$ cat config.mk
export PLATFORM = sky130hd
export DESIGN_NAME = seq_bit_serializer_flat
export DESIGN_NICKNAME = d
export VERILOG_FILES = /design/src/rtl/seq_pkg.sv /design/src/rtl/seq_bit_serializer_if.sv /design/src/rtl/seq_bit_serializer.sv /design/src/flat_wrapper.sv
export SDC_FILE = /design/constraint.sdc
export NUM_CORES = 1
export LEC_CHECK = 0
export BUFFER_PORTS_ARGS = -buffer_cell sky130_fd_sc_hd__buf_2
export CAP_MARGIN = 20
export CORE_UTILIZATION = 55
export CTS_BUF_LIST = sky130_fd_sc_hd__clkbuf_2
export CTS_CLUSTER_SIZE = 30
export DETAILED_ROUTE_END_ITERATION = 16
export PLACE_DENSITY = 0.84
export REMOVE_ABC_BUFFERS = 1
export SETUP_SLACK_MARGIN = 0.4
export SYNTH_ARGS = -nofsm -noshare
export SYNTH_HDL_FRONTEND = slang
export SYNTH_SLANG_ARGS = --single-unit
$ cat constraint.sdc
create_clock -name clk -period 2 [get_ports clk]
set_input_delay 0.2 -clock clk [delete_from_list [all_inputs] [get_ports clk]]
set_output_delay 0.2 -clock clk [all_outputs]
set_load 0.01 [all_outputs]
$ cat src/rtl/seq_pkg.sv
// Shared definitions for the sequence-detector front end.
// Holds the serializer state encoding, the bit-order constant and the
// helper that sizes the serializer bit counter.
package seq_pkg;

  // Serializer FSM states; PARITY is only reachable in parity builds.
  typedef enum logic [1:0] {
    IDLE   = 2'd0,
    SHIFT  = 2'd1,
    PARITY = 2'd2
  } ser_state_t;

  // Words leave the serializer most-significant bit first.
  localparam bit SER_MSB_FIRST = 1'b1;

  // Width of a counter that must hold values 0..width.
  function automatic int ser_cnt_w(input int width);
    return $clog2(width + 1);
  endfunction

endpackage

$ cat src/rtl/seq_bit_serializer_if.sv
// Word-in / bit-out handshake bundle for seq_bit_serializer.
// master: the word producer (and observer of the serial stream).
// slave : the serializer itself.
interface seq_bit_serializer_if #(
  parameter int WIDTH = 8
);

  logic             in_valid;
  logic [WIDTH-1:0] in_data;
  logic             in_ready;
  logic             x;
  logic             x_valid;
  logic             word_done;

  modport master (
    output in_valid, in_data,
    input  in_ready, x, x_valid, word_done
  );

  modport slave (
    input  in_valid, in_data,
    output in_ready, x, x_valid, word_done
  );

endinterface

$ cat src/rtl/seq_bit_serializer.sv
// Parallel-to-serial front end for the sequence detectors.
// Accepts WIDTH-bit words on a valid/ready handshake and emits them one bit
// per clock on x, MSB first. A new word can be accepted on the last output
// cycle of the current one, so back-to-back words stream with no gap.
// Optional macro SER_PARITY_EN appends an even-parity bit after every word.
module seq_bit_serializer
  import seq_pkg::*;
#(
  parameter int WIDTH = 8
) (
  input  logic                clk,
  input  logic                rst_n,
  seq_bit_serializer_if.slave bus
);

  localparam int CW = ser_cnt_w(WIDTH);

  ser_state_t       state;
  logic [WIDTH-1:0] shreg;
  logic [CW-1:0]    cnt;
`ifdef SER_PARITY_EN
  logic             par;
`endif

  logic             last;
  logic             xfer;
  logic             out_bit;
  logic [WIDTH-1:0] shreg_next;

  // Pick the outgoing bit and the shifted register according to bit order.
  always_comb begin
    // NOTE: every always_comb output gets a default first, so no path can leave it unassigned and infer a latch.
    out_bit    = 1'b0;
    shreg_next = shreg;
    if (SER_MSB_FIRST) begin
      out_bit    = shreg[WIDTH-1];
      shreg_next = {shreg[WIDTH-2:0], 1'b0};
    end else begin
      out_bit    = shreg[0];
      shreg_next = {1'b0, shreg[WIDTH-1:1]};
    end
  end

  // Handshake and status decode, purely from registered state.
  always_comb begin
    last = 1'b0;
`ifdef SER_PARITY_EN
    last = (state == PARITY);
`else
    last = (state == SHIFT) && (cnt == '0);
`endif
    bus.in_ready  = (state == IDLE) || last;
    bus.word_done = last;
    xfer          = bus.in_valid && bus.in_ready;
  end

  // Serial output; forced low whenever no bit is being presented.
  always_comb begin
    bus.x       = 1'b0;
    bus.x_valid = 1'b0;
    case (state)
      SHIFT: begin
        bus.x       = out_bit;
        bus.x_valid = 1'b1;
      end
`ifdef SER_PARITY_EN
      PARITY: begin
        bus.x       = par;
        bus.x_valid = 1'b1;
      end
`endif
      default: begin
        bus.x       = 1'b0;
        bus.x_valid = 1'b0;
      end
    endcase
  end

  // FSM, shift register, bit counter and parity accumulator.
  always_ff @(posedge clk or negedge rst_n) begin
    if (!rst_n) begin
      // NOTE: the data registers are reset too; they are few, and it keeps x free of X right after reset.
      state <= IDLE;
      shreg <= '0;
      cnt   <= '0;
`ifdef SER_PARITY_EN
      par   <= 1'b0;
`endif
    end else begin
      // NOTE: sequential state uses non-blocking assignments only, so every register sees pre-edge values.
      case (state)
        IDLE: begin
          if (xfer) begin
            shreg <= bus.in_data;
            cnt   <= CW'(WIDTH - 1);
`ifdef SER_PARITY_EN
            par   <= ^bus.in_data;
`endif
            state <= SHIFT;
          end
        end

        SHIFT: begin
          shreg <= shreg_next;
          if (cnt != '0) begin
            cnt <= cnt - CW'(1);
          end else begin
`ifdef SER_PARITY_EN
            // Payload finished; the parity bit follows next cycle.
            state <= PARITY;
`else
            // Last payload bit is on x now; chain straight into the next word.
            if (xfer) begin
              shreg <= bus.in_data;
              cnt   <= CW'(WIDTH - 1);
              state <= SHIFT;
            end else begin
              state <= IDLE;
            end
`endif
          end
        end

`ifdef SER_PARITY_EN
        PARITY: begin
          if (xfer) begin
            shreg <= bus.in_data;
            cnt   <= CW'(WIDTH - 1);
            par   <= ^bus.in_data;
            state <= SHIFT;
          end else begin
            state <= IDLE;
          end
        end
`endif

        default: state <= IDLE;
      endcase
    end
  end

endmodule
$ cat src/flat_wrapper.sv
// flat-port wrapper written by rule: the top's interface ports become plain ports
module seq_bit_serializer_flat import seq_pkg::*;
#(
  parameter int WIDTH = 8
)
  (clk, rst_n, bus_in_valid, bus_in_data, bus_in_ready, bus_x, bus_x_valid, bus_word_done);
  seq_bit_serializer_if #(.WIDTH(WIDTH)) bus_i ();
  input  logic clk;
  input  logic rst_n;
  input wire logic [$bits(bus_i.in_valid)-1:0] bus_in_valid;
  input wire logic [$bits(bus_i.in_data)-1:0] bus_in_data;
  output wire logic [$bits(bus_i.in_ready)-1:0] bus_in_ready;
  output wire logic [$bits(bus_i.x)-1:0] bus_x;
  output wire logic [$bits(bus_i.x_valid)-1:0] bus_x_valid;
  output wire logic [$bits(bus_i.word_done)-1:0] bus_word_done;
  assign bus_i.in_valid = bus_in_valid;
  assign bus_i.in_data = bus_in_data;
  assign bus_in_ready = bus_i.in_ready;
  assign bus_x = bus_i.x;
  assign bus_x_valid = bus_i.x_valid;
  assign bus_word_done = bus_i.word_done;
  seq_bit_serializer #(.WIDTH(WIDTH)) u_core (.clk(clk), .rst_n(rst_n), .bus(bus_i));
endmodule
==> results of run 1 <==
cell families (layout without fill, tap and decap cells):
group / count (synthesis) / after routing / share of synthesized area, %
simple gates: 21 / 21 / 15.8
compound gates: 20 / 20 / 21.0
flops: 13 / 13 / 45.1
mux: 9 / 9 / 12.5
buf+inv: 6 / 34 / 3.82
fa+ha+maj: 1 / 1 / 1.74
final cells by class:
cell class | instances | area [µm²]
multi-input cells | 51 | 392
flip-flops and latches | 13 | 327
fillers | 67 | 205
repair buffers | 28 | 188
clock buffers | 4 | 20.0
well taps | 14 | 17.5
inverters | 2 | 7.51
layout by cell type (no fill, tap or decap), types with 2 or more instances in the layout:
master    count
buf_4        12
nand2b_1      2
nor2_1        3
buf_6         2
o22ai_1       7
nand2_1       9
inv_2         2
mux2i_1       9
dfrtp_1      12
and2_1        2
buf_2        13
clkbuf_2      4
a21o_1        8
path summary, 6_finish.rpt:
| kind | startpoint | endpoint | cells past startpoint |
|---|---|---|---|
| min in group asynchronous | rst_n | u_core.shreg[6]$_DFFE_PN0P_ | 2 |
| setup / recovery | u_core.cnt[0]$_DFF_PN0_ | bus_in_ready | 5 |
| max in group asynchronous | rst_n | u_core.state[0]$_DFFE_PN0P_ | 2 |
| hold / removal | bus_in_data[5] | u_core.shreg[5]$_DFFE_PN0P_ | 2 |
| hold reg to reg | u_core.shreg[0]$_DFFE_PN0P_ | u_core.shreg[0]$_DFFE_PN0P_ | 1 |
| setup reg to reg | u_core.cnt[0]$_DFF_PN0_ | u_core.shreg[7]$_DFFE_PN0P_ | 6 |
power groups by stage:
stage,Sequential (µW),Clock [µW],Combinational [µW]
global placement,505,0,494
floorplan,488,0,388
finish,518,138,752
global route,531,147,821
CTS,507,140,645
detailed placement,511,0,518
state kept, by name, indices dropped and copies added, names as in the netlist:
register	count
u_core.cnt	4
u_core.shreg	8
u_core.state	1
routing by layer:
layer  vias up  track usage [%]
met3         2             6.40
met2        29             43.2
met4         0             17.0
li1        310                -
met5         -                0
met1       298             35.6
what timing repair did:
action | 4_1_cts | 5_1_grt
resized for setup | 5 | 4
hold buffers | 1 | 0
pin swaps | 2 | 9
endpoints found under the setup margin | 3 | 12
endpoints found under the hold margin | 13 | 0
buffers inserted | 7 | 4
per-stage QoR:
step,power (µW),std cells,hold WS [ps],cell area [µm²]
after global placement,1000,96,95.3,803
after CTS,1290,108,116,907
final,1410,112,124,951
after detailed placement,1030,96,96.8,803
after floorplan,876,66,-95.6,701
after global routing,1500,112,116,951
==> impl_results.md, run 1 <==
- Status: complete, no violations
- Most frequent cells after synthesis: dfrtp_1 (13), mux2i_1 (9), nand2_1 (9), a21o_1 (8), o22ai_1 (7)
- CTS max path bufs: 2
- Sw Share: between 30% and 40%
- Tmin final: around 1700 ps
- M1 WL: 767 µm
- Port Buffers: 14
- Combinational share of power: 53.4%
- Most numerous cell in the Yosys netlist: dfrtp_1
- Post-DRT Antenna Nets: 0
- Synthesis Warnings: 0
- Final hold viol count: 0
- Pwr per Cell Area: between 1000 and 1500 mW/mm²
- Top sig layer: met4
- Fmax: about 0.6 GHz
- Crit path cell chain: inv_2, ha_4, or3b_4, nand2_4, buf_6
- Core area: roughly 0.0012 mm²
- CTS buffer count: 3
- Crit-path max FO: 3
- Max Cap Violations: 0
- Initial antenna violation count: 0
- WL per Instance: between 15 and 20 µm
- Crit path arrival time: approximately 1500 ps
- Final Skew: 4.08 ps
- Worst R2R Setup Slack: ~380 ps
- GP Congestion: about 0.74
- Largest net degree at the start of global routing: 23
- Endpoints failing setup: 0
- Die height: between 30 and 40 µm
- Worst IR drop on VDD: ~0.88 mV
- Crit end category: primary output
- Routed wl met2: approximately 820 µm
- Num ports: 15
- Total gr overflow: 0
- Worst Setup Start Kind: register
- Number of global-route vias before repair: a little over 600
- CTS Sinks: 13
- Sequential Power Share: 36.8%
- Worst-Margin Slew: 443 ps
- Final setup TNS: 0 ps
- Unique masters post-synth: 23
- DR pass1 iterations: 4
- Crit-path slowest cell: dfrtp_1
- Pins Over Slew Limit: 0
- Diode count: 0
- Initial core utilization: 62.3%
- Number of synthesized flops with an enable pin: 0
- CTS root buf: clkbuf_2
- Period utilization: around 84%
- Synth async-reset ratio: 100%
- Mean post-synth cell area: just over 10 µm²
- Initial drt markers: 16
- Buf/Inv on CP: 2
- CTS tree: done
- Die area: approximately 0.0015 mm²
- Mapped cell area: 721 µm²
- H-tree levels: 1
- Via density: around 5.7
- Wirelength, routed: 1710 µm
- GRT Util Overall: between 20 and 30%
- Synth area leaders: dfrtp_1 (45%), mux2i_1 (13%), a21o_1 (8.3%)
- Sequential fraction of the synthesis area: 45.1%
- Pre-CTS WS: 410 ps
- Detail Route met3 WL: 104 µm
- Hold crit path type: primary input to register
- Crit path max-delay family: simple AND/OR/NAND/NOR gates
- Top_reg_cell synth: dfrtp_1
- Synth Register Bits: 13
- Max_slew headroom: between 70% and 80%
- Rows: 12
- CTS clk-pin slew, worst paths: ~130 ps
- Biggest area consumer among synthesized cells: dfrtp_1
- DRC: 0
- Yosys top cell area share: 45.1%
- Global-route wire length before repair: ~2700 µm
- Area growth syn-to-layout: 31.9%
- NetSw: ~540 µW
- CP max stage delay: 410 ps
- P_int: between 800 and 900 µW
- Worst-skew pair later-pin latency: 270 ps
- Die X: 38.2 µm
- Required @ worst endpoint: approximately 1800 ps
- Clk pwr share: under 10%
- Share of cells above drive strength 1: between 30% and 40%
- Crit Path Category: register to primary output
- Mapped Cells: 70
- Static Leak: around 0.00053 µW
- RSZ-0062 raised after global routing: true
- Layout Nets: 111
- DP HPWL: between 900 and 1000 µm
- Fin util: roughly 82%
- Vias: roughly 640
- Fin worst setup slack: 320 ps
Power figures use the tool's default switching activity.
==> run 2: changes to the inputs <==
Settings changed: ABC_AREA from default to 1.
Clock period 2 ns to 1.6 ns, I/O delays scaled along.
==> run 2 against run 1 <==
  * Core utilization up 1.5 points
  * Wire length up 14%
  * Die area up 0.31%
  * First-iteration DRC count rose to 2.8 times the previous value
  * Largest power group unchanged
  * Cell area up 3.2%
  * Synthesized area up 0.35%
  * Clock skew down 0.81 ps
  * Flip-flop and latch count unchanged
  * Via count up 17%
==> impl_results.md, run 2 <==
- Die area: 0.00146 mm² (+0.31%)
- Synth async-reset ratio: 100% (unchanged)
- Number of synthesized flops with an enable pin: 0 (unchanged)
- Max_slew headroom: 80.1% (+9.6 points)
- Number of global-route vias before repair: 598 (-1.6%)
- Largest regs: u_core.shreg x8, u_core.cnt x4, u_core.state x1
- DRC: 0 (unchanged)
- Global-route wire length before repair: 2520 µm (-7.4%)
- WL per Instance: 13.7 µm (-10%)
- Initial antenna violation count: 0 (unchanged)
- Via density: 5.26 (-7.8%)
- Layout Nets: 141 (+27%)
- Most frequent cells in the layout: nand2_1 (45), buf_2 (13), dfrtp_1 (12)
- CTS tree: done
- RSZ-0062 raised after global routing: true
- Share of cells above drive strength 1: 35.2% (-4.6 points)
- Area after DPL: 807 µm² (+0.47%)
- Core area: 0.00117 mm² (+1.3%)
- Die height: 38.3 µm (+0.16%)
- Diode count: 0 (unchanged)
- Max Cap Violations: 0 (unchanged)
- Yosys top cell area share: 45.0% (-0.16 points)
- CTS clk-pin slew, worst paths: 140 ps (about the same)
- Biggest area consumer among synthesized cells: dfrtp_1
- Endpoints failing setup: 0 (unchanged)
- Pins Over Slew Limit: 0 (unchanged)
- Mapped Cells: 98 (+40%)
- Top_reg_cell synth: dfrtp_1
- Fmax: 0.739 GHz
- Largest reg by FF count: u_core.shreg
- H-tree levels: 1 (unchanged)
- Pwr per Cell Area: 1880 mW/mm² (+27%)
- DR pass1 iterations: 4 (unchanged)
- Initial core utilization: 61.8% (-0.59 points)
- Commonest non-fill, non-tap cell in the layout: nand2_1
- CTS Sinks: 13 (unchanged)
- Fin Hold WS: 109 ps (-15.0 ps)
- Worst-skew pair later-pin latency: 270 ps (about the same)
- Crit path cell chain: inv_2, ha_4, nand2_4, nor2_1, buf_2
- DP HPWL: 1030 µm (+5.7%)
- CTS buffer count: 3 (unchanged)
- Status: complete, no violations
- Cell area after layout: 981 µm² (+3.2%)
- Area growth syn-to-layout: 35.6%
- Synthesis Warnings: 0 (unchanged)
- Synth Register Bits: 13 (unchanged)
- Crit Path Category: register to primary output
- CTS root buf: clkbuf_2
- Most numerous cell in the Yosys netlist: nand2_1
- Crit path arrival time: 1190 ps (-290 ps)
- Required @ worst endpoint: 1440 ps (-360 ps)
- Wirelength, routed: 1950 µm (+14%)
- CP max stage delay: 400 ps (about the same)
- Mean post-synth cell area: 7.38 µm² (-28%)
- Crit-path slowest cell: dfrtp_1
- Final setup TNS: 0 ps (unchanged)
- CTS max path bufs: 2 (unchanged)
- Synth area leaders: dfrtp_1 (45%), nand2_1 (24%), nand3_1 (6.2%)
- Worst Setup Start Kind: register
- Crit end category: primary output
- Largest net degree at the start of global routing: 14 (-39%)
- Post-DRT Antenna Nets: 0 (unchanged)
- Mapped cell area: 723 µm² (+0.35%)
- Most frequent cells after synthesis: nand2_1 (46), dfrtp_1 (13), inv_1 (11), nand3_1 (9), nor2_1 (5)
- Die X: 38.3 µm (+0.16%)
- Max reg flops: 8 (unchanged)
- Final hold viol count: 0 (unchanged)
- Crit-path max FO: 2 (-1)
- Vias: 747 (+17%)
- Unique masters post-synth: 15 (-35%)
- Worst IR drop on VDD: 1.32 mV (+51%)
- Port Buffers: 14 (unchanged)
- Static Leak: 0.000579 µW (+9.3%)
- Hold crit path type: primary input to register
- Final Skew: 3.27 ps (-0.809 ps)
- Sequential fraction of the synthesis area: 45.0% (-0.16 points)
- Worst-Margin Slew: 298 ps (-145 ps)
- Num ports: 15 (unchanged)
- GP Congestion: 0.772 (+3.8%)
- Rows: 12 (unchanged)
- Initial drt markers: 45 (+29)
- Total gr overflow: 0 (unchanged)
- Tmin final: approximately 1400 ps
- Period utilization: 84.6%
- GRT Util Overall: 25.6% (-2.5 points)
==> run 2: changes by cell type in the layout (fill, tap and decap cells not counted), moves of 2 or more <==
cell	delta
mux2i_1	-9
nor2_1	+2
a21o_1	-8
inv_1	+10
nand2_1	+36
nand3_1	+8
nand2_8	+2
inv_2	+3
nand2b_1	-2
and2_1	-2
o22ai_1	-7
==> run 2: timing repair <==
| item | 4_1_cts | 5_1_grt |
|---|---|---|
| pin swaps | 1 | 3 |
| resized for setup | 5 | 5 |
| setup buffers | 6 | 5 |
| setup endpoints to repair | 12 | 11 |
| hold endpoints to repair | 13 | 0 |
| hold buffers | 1 | 0 |
==> run 2: critical path: cells and delay by family (launching register included) <==
kind | cells | cell delay [ps]
fa+ha+maj | 1 | 150
simple gates | 2 | 150
buf+inv | 2 | 220
flops | 1 | 400
==> run 2: worst paths after layout <==
check	slack (ps)	endpoint	start	depth (start not counted)
min in group asynchronous	290	u_core.shreg[1]$_DFFE_PN0P_	rst_n	2
max	250	bus_word_done	u_core.cnt[1]$_DFF_PN0_	5
max reg2reg	300	u_core.shreg[2]$_DFFE_PN0P_	u_core.cnt[1]$_DFF_PN0_	8
min	110	u_core.shreg[0]$_DFFE_PN0P_	bus_in_data[0]	3
max in group asynchronous	1070	u_core.state[0]$_DFFE_PN0P_	rst_n	2
min reg2reg	500	u_core.shreg[0]$_DFFE_PN0P_	u_core.shreg[0]$_DFFE_PN0P_	2
==> run 2: cells by family after synthesis <==
logic type | after synthesis | share of synthesized area [%]
simple gates | 66 | 42.4
buf+inv | 16 | 9.34
flops | 13 | 45.0
compound gates | 2 | 1.56
fa+ha+maj | 1 | 1.73
==> run 2: final cells by class <==
| type | count | area (µm²) |
|---|---|---|
| clock buffer | 4 | 20.0 |
| fill | 75 | 190 |
| inverter | 15 | 56.3 |
| multi-input combinational | 69 | 372 |
| sequential | 13 | 327 |
| tap | 14 | 17.5 |
| timing repair buffer | 27 | 189 |
==> run 2: report_power, final <==
group / total [µW] / internal [µW] / leakage [µW] / switching (µW)
combinational: 1100 / 508 / 0.000401 / 591
sequential: 570 / 467 / 0.000161 / 103
clock: 178 / 66.3 / 0.0000166 / 112
==> run 2: metrics by stage <==
| step | setup WS, ps | total power (µW) | util (%) | instances |
|---|---|---|---|---|
| finish | 246 | 1850 | 83.8 | 142 |
| CTS | 289 | 1600 | 77.0 | 137 |
| global route | 207 | 1980 | 83.8 | 142 |
| floorplan | 433 | 1080 | - | 97 |
| global placement | 376 | 1230 | 68.9 | 126 |
| detailed placement | 354 | 1270 | 68.9 | 126 |
==> run 2: routing by layer <==
layer | vias to the layer above | share of wire (%) | global-route usage (%) | routed length, µm
li1 | 358 | - | - | -
met1 | 345 | 41 | 31.3 | 799
met2 | 42 | 52 | 45.8 | 1010
met3 | 2 | 6.8 | 3.49 | 132
met4 | 0 | 0.31 | 8.04 | 6
met5 | - | 0 | 0 | 0
==> run 3: changes to the inputs <==
Settings changed: ABC_AREA 1 to 0, CORE_UTILIZATION 55 to 49, PLACE_DENSITY 0.84 to 0.8.
Clock period 1.6 ns to 1.1 ns, I/O delays scaled along.
==> run 3 against run 2 <==
  * Hold slack lost 80 ps
  * Clock skew grew 0.53 ps
  * Setup slack lost 800 ps
  * Die area grew 11%
  * Register-to-register slack lost 850 ps
  * Combinational power grew 64%
  * Sequential power grew 46%
  * The run now ends with negative setup slack left
  * Flip-flop and latch count is the same
  * Critical endpoint is now u_core.shreg[7]$_DFFE_PN0P_
  * Cell area grew 9.4%
==> impl_results.md, run 3 (synthesized netlist as in run 1, its figures left out) <==
- Wirelength, routed: 1940 µm (-0.31%)
- Final Skew: 3.80 ps (+0.531 ps)
- WL per Instance: 16.0 µm (+17%)
- Post-DRT Antenna Nets: 0 (unchanged)
- Worst-Margin Slew: 286 ps (-12.0 ps)
- Diode count: 0 (unchanged)
- Total design power: 2880 µW (+56%)
- Register area: 325 µm² (-0.38%)
- Pre-CTS WS: -389 ps (-743 ps)
- Initial drt markers: 39 (-13%)
- Core area: 0.00133 mm² (+14%)
- DR pass1 iterations: 4 (unchanged)
- CTS clk-pin slew, worst paths: 130 ps (about the same)
- Static Leak: 0.000602 µW (+3.9%)
- Total gr overflow: 0 (unchanged)
- Worst IR drop on VDD: 1.51 mV (+14%)
- Area growth syn-to-layout: 49.0%
- Hold crit path type: primary input to register
- Area after DPL: 847 µm² (+5.0%)
- Initial core utilization: 54.0% (-7.7 points)
- Crit end category: register
- CTS max path bufs: 2 (unchanged)
- Status: finished with violations
- FILL cells: 75 (unchanged)
- Rows: 13 (+1)
- Die height: 40.4 µm (+5.5%)
- Fin worst setup slack: -554 ps (-800 ps)
- Layout Nets: 119 (-16%)
- Crit Path Category: register to register
- Max Cap Violations: 0 (unchanged)
- Fin util: 80.5% (-3.3 points)
- CTS tree: done
- Tmin final: 1650 ps
- Area taken by multi-input logic gates: 392 µm² (+5.4%)
- Final hold viol count: 0 (unchanged)
- DRC: 0 (unchanged)
- Most frequent cells in the layout: buf_4 (15), dfrtp_1 (13), buf_2 (10)
- CTS buffer count: 3 (unchanged)
- Crit path arrival time: 1860 ps (+670 ps)
- RSZ-0062 raised after global routing: true
- Period utilization: 150%
- Cell area after layout: 0.00107 mm² (+9.4%)
- Max_slew headroom: 80.8% (+0.66 points)
- Failing checks: negative setup slack
- Fmax: between 0.6 and 0.7 GHz
- GRT Util Overall: 26.3% (+0.71 points)
- Pwr per Cell Area: 2690 mW/mm² (+43%)
- Worst-skew pair later-pin latency: 260 ps (about the same)
- Required @ worst endpoint: 1310 ps (-130 ps)
- Worst Setup Start Kind: register
- Crit-path max FO: 7 (+5)
- Post-route insts no fill: 121 (-15%)
- Pins Over Slew Limit: 0 (unchanged)
- CTS root buf: clkbuf_2
- DP HPWL: 947 µm (-8.2%)
- GP Congestion: 0.777 (+0.63%)
- Via density: 5.73 (+8.9%)
- Endpoints failing setup: 17 (+17)
- Num ports: 15 (unchanged)
- Die X: 40.4 µm (+5.5%)
- Vias: 693 (-7.2%)
- Number of global-route vias before repair: 595 (-0.50%)
- Share of cells above drive strength 1: 45.3% (+10 points)
- Largest reg by FF count: u_core.shreg
- Initial antenna violation count: 0 (unchanged)
- Worst Reg2Reg Path Length in Cells: 6 (-2)
- Die area: 0.00163 mm² (+11%)
- Hold Crit Depth: 2 (-1)
- Largest regs: u_core.shreg x8, u_core.cnt x4, u_core.state x1
- Port Buffers: 14 (unchanged)
- Worst R2R Setup Slack: -550 ps (-850 ps)
- H-tree levels: 1 (unchanged)
- Global-route wire length before repair: 2720 µm (+7.9%)
- Largest net degree at the start of global routing: 15 (+1)
- Post-placement cell count: 101 (-20%)
- CTS Sinks: 13 (unchanged)
- Commonest non-fill, non-tap cell in the layout: buf_4
- Max reg flops: 8 (unchanged)
run 3: changes by cell type in the layout (fill, tap and decap cells not counted), moves of 4 or more:
cell     before  now
buf_6         1    8
inv_2         5    0
nand2_1      45    9
o22ai_1       0    7
a21o_1        0    8
buf_4        11   15
inv_1        10    2
nand3_1       8    0
mux2i_1       0    9
run 3: where the power goes:
part / switching, µW / total, µW / internal [µW]
clock network: 154 / 251 / 96.4
logic: 745 / 1800 / 1050
registers: 149 / 834 / 685
run 3: cell type report:
type | instances | share of cell area, %
well taps | 15 | 1.75
multi-input cells | 51 | 36.5
flip-flops and latches | 13 | 30.3
inverters | 2 | 0.699
repair buffers | 36 | 28.9
clock buffers | 4 | 1.86
run 3: per-layer routing:
metal | GRT usage, % | part of all wire, % | up-vias
met2 | 43.3 | 52 | 29
met3 | 5.00 | 5.3 | 7
met5 | 0 | 0 | -
met4 | 10.0 | 2.1 | 0
met1 | 33.8 | 41 | 329
li1 | - | - | 328
run 3: final timing paths:
path                                             start                     endpoint
max in group asynchronous                        rst_n      u_core.cnt[1]$_DFF_PN0_
hold / removal                          bus_in_data[1]  u_core.shreg[1]$_DFFE_PN0P_
setup / recovery               u_core.cnt[0]$_DFF_PN0_  u_core.shreg[7]$_DFFE_PN0P_
hold reg to reg            u_core.shreg[0]$_DFFE_PN0P_  u_core.shreg[0]$_DFFE_PN0P_
setup reg to reg               u_core.cnt[0]$_DFF_PN0_  u_core.shreg[7]$_DFFE_PN0P_
min in group asynchronous                        rst_n  u_core.shreg[6]$_DFFE_PN0P_
run 3: timing repair:
action	4_1_cts	5_1_grt
endpoints found under the hold margin	13	0
buffers inserted	9	5
gates cloned	1	0
endpoints found under the setup margin	17	17
pin swaps	13	10
resized for setup	9	6
hold buffers	1	0
run 3: metrics by stage:
stage               hold slack (ps)  TNS, ps
floorplan                      -186    -4620
CTS                            29.2    -6220
finish                         28.5    -6880
global placement               8.76    -4320
detailed placement             8.35    -4650
global route                   34.8    -8340
run 3: critical path: stages, from the launching register on:
cell      delay, ps
dfrtp_1         400
inv_1            70
ha_2            180
or3b_4          400
buf_6           140
a21boi_4        240
a21o_1          170
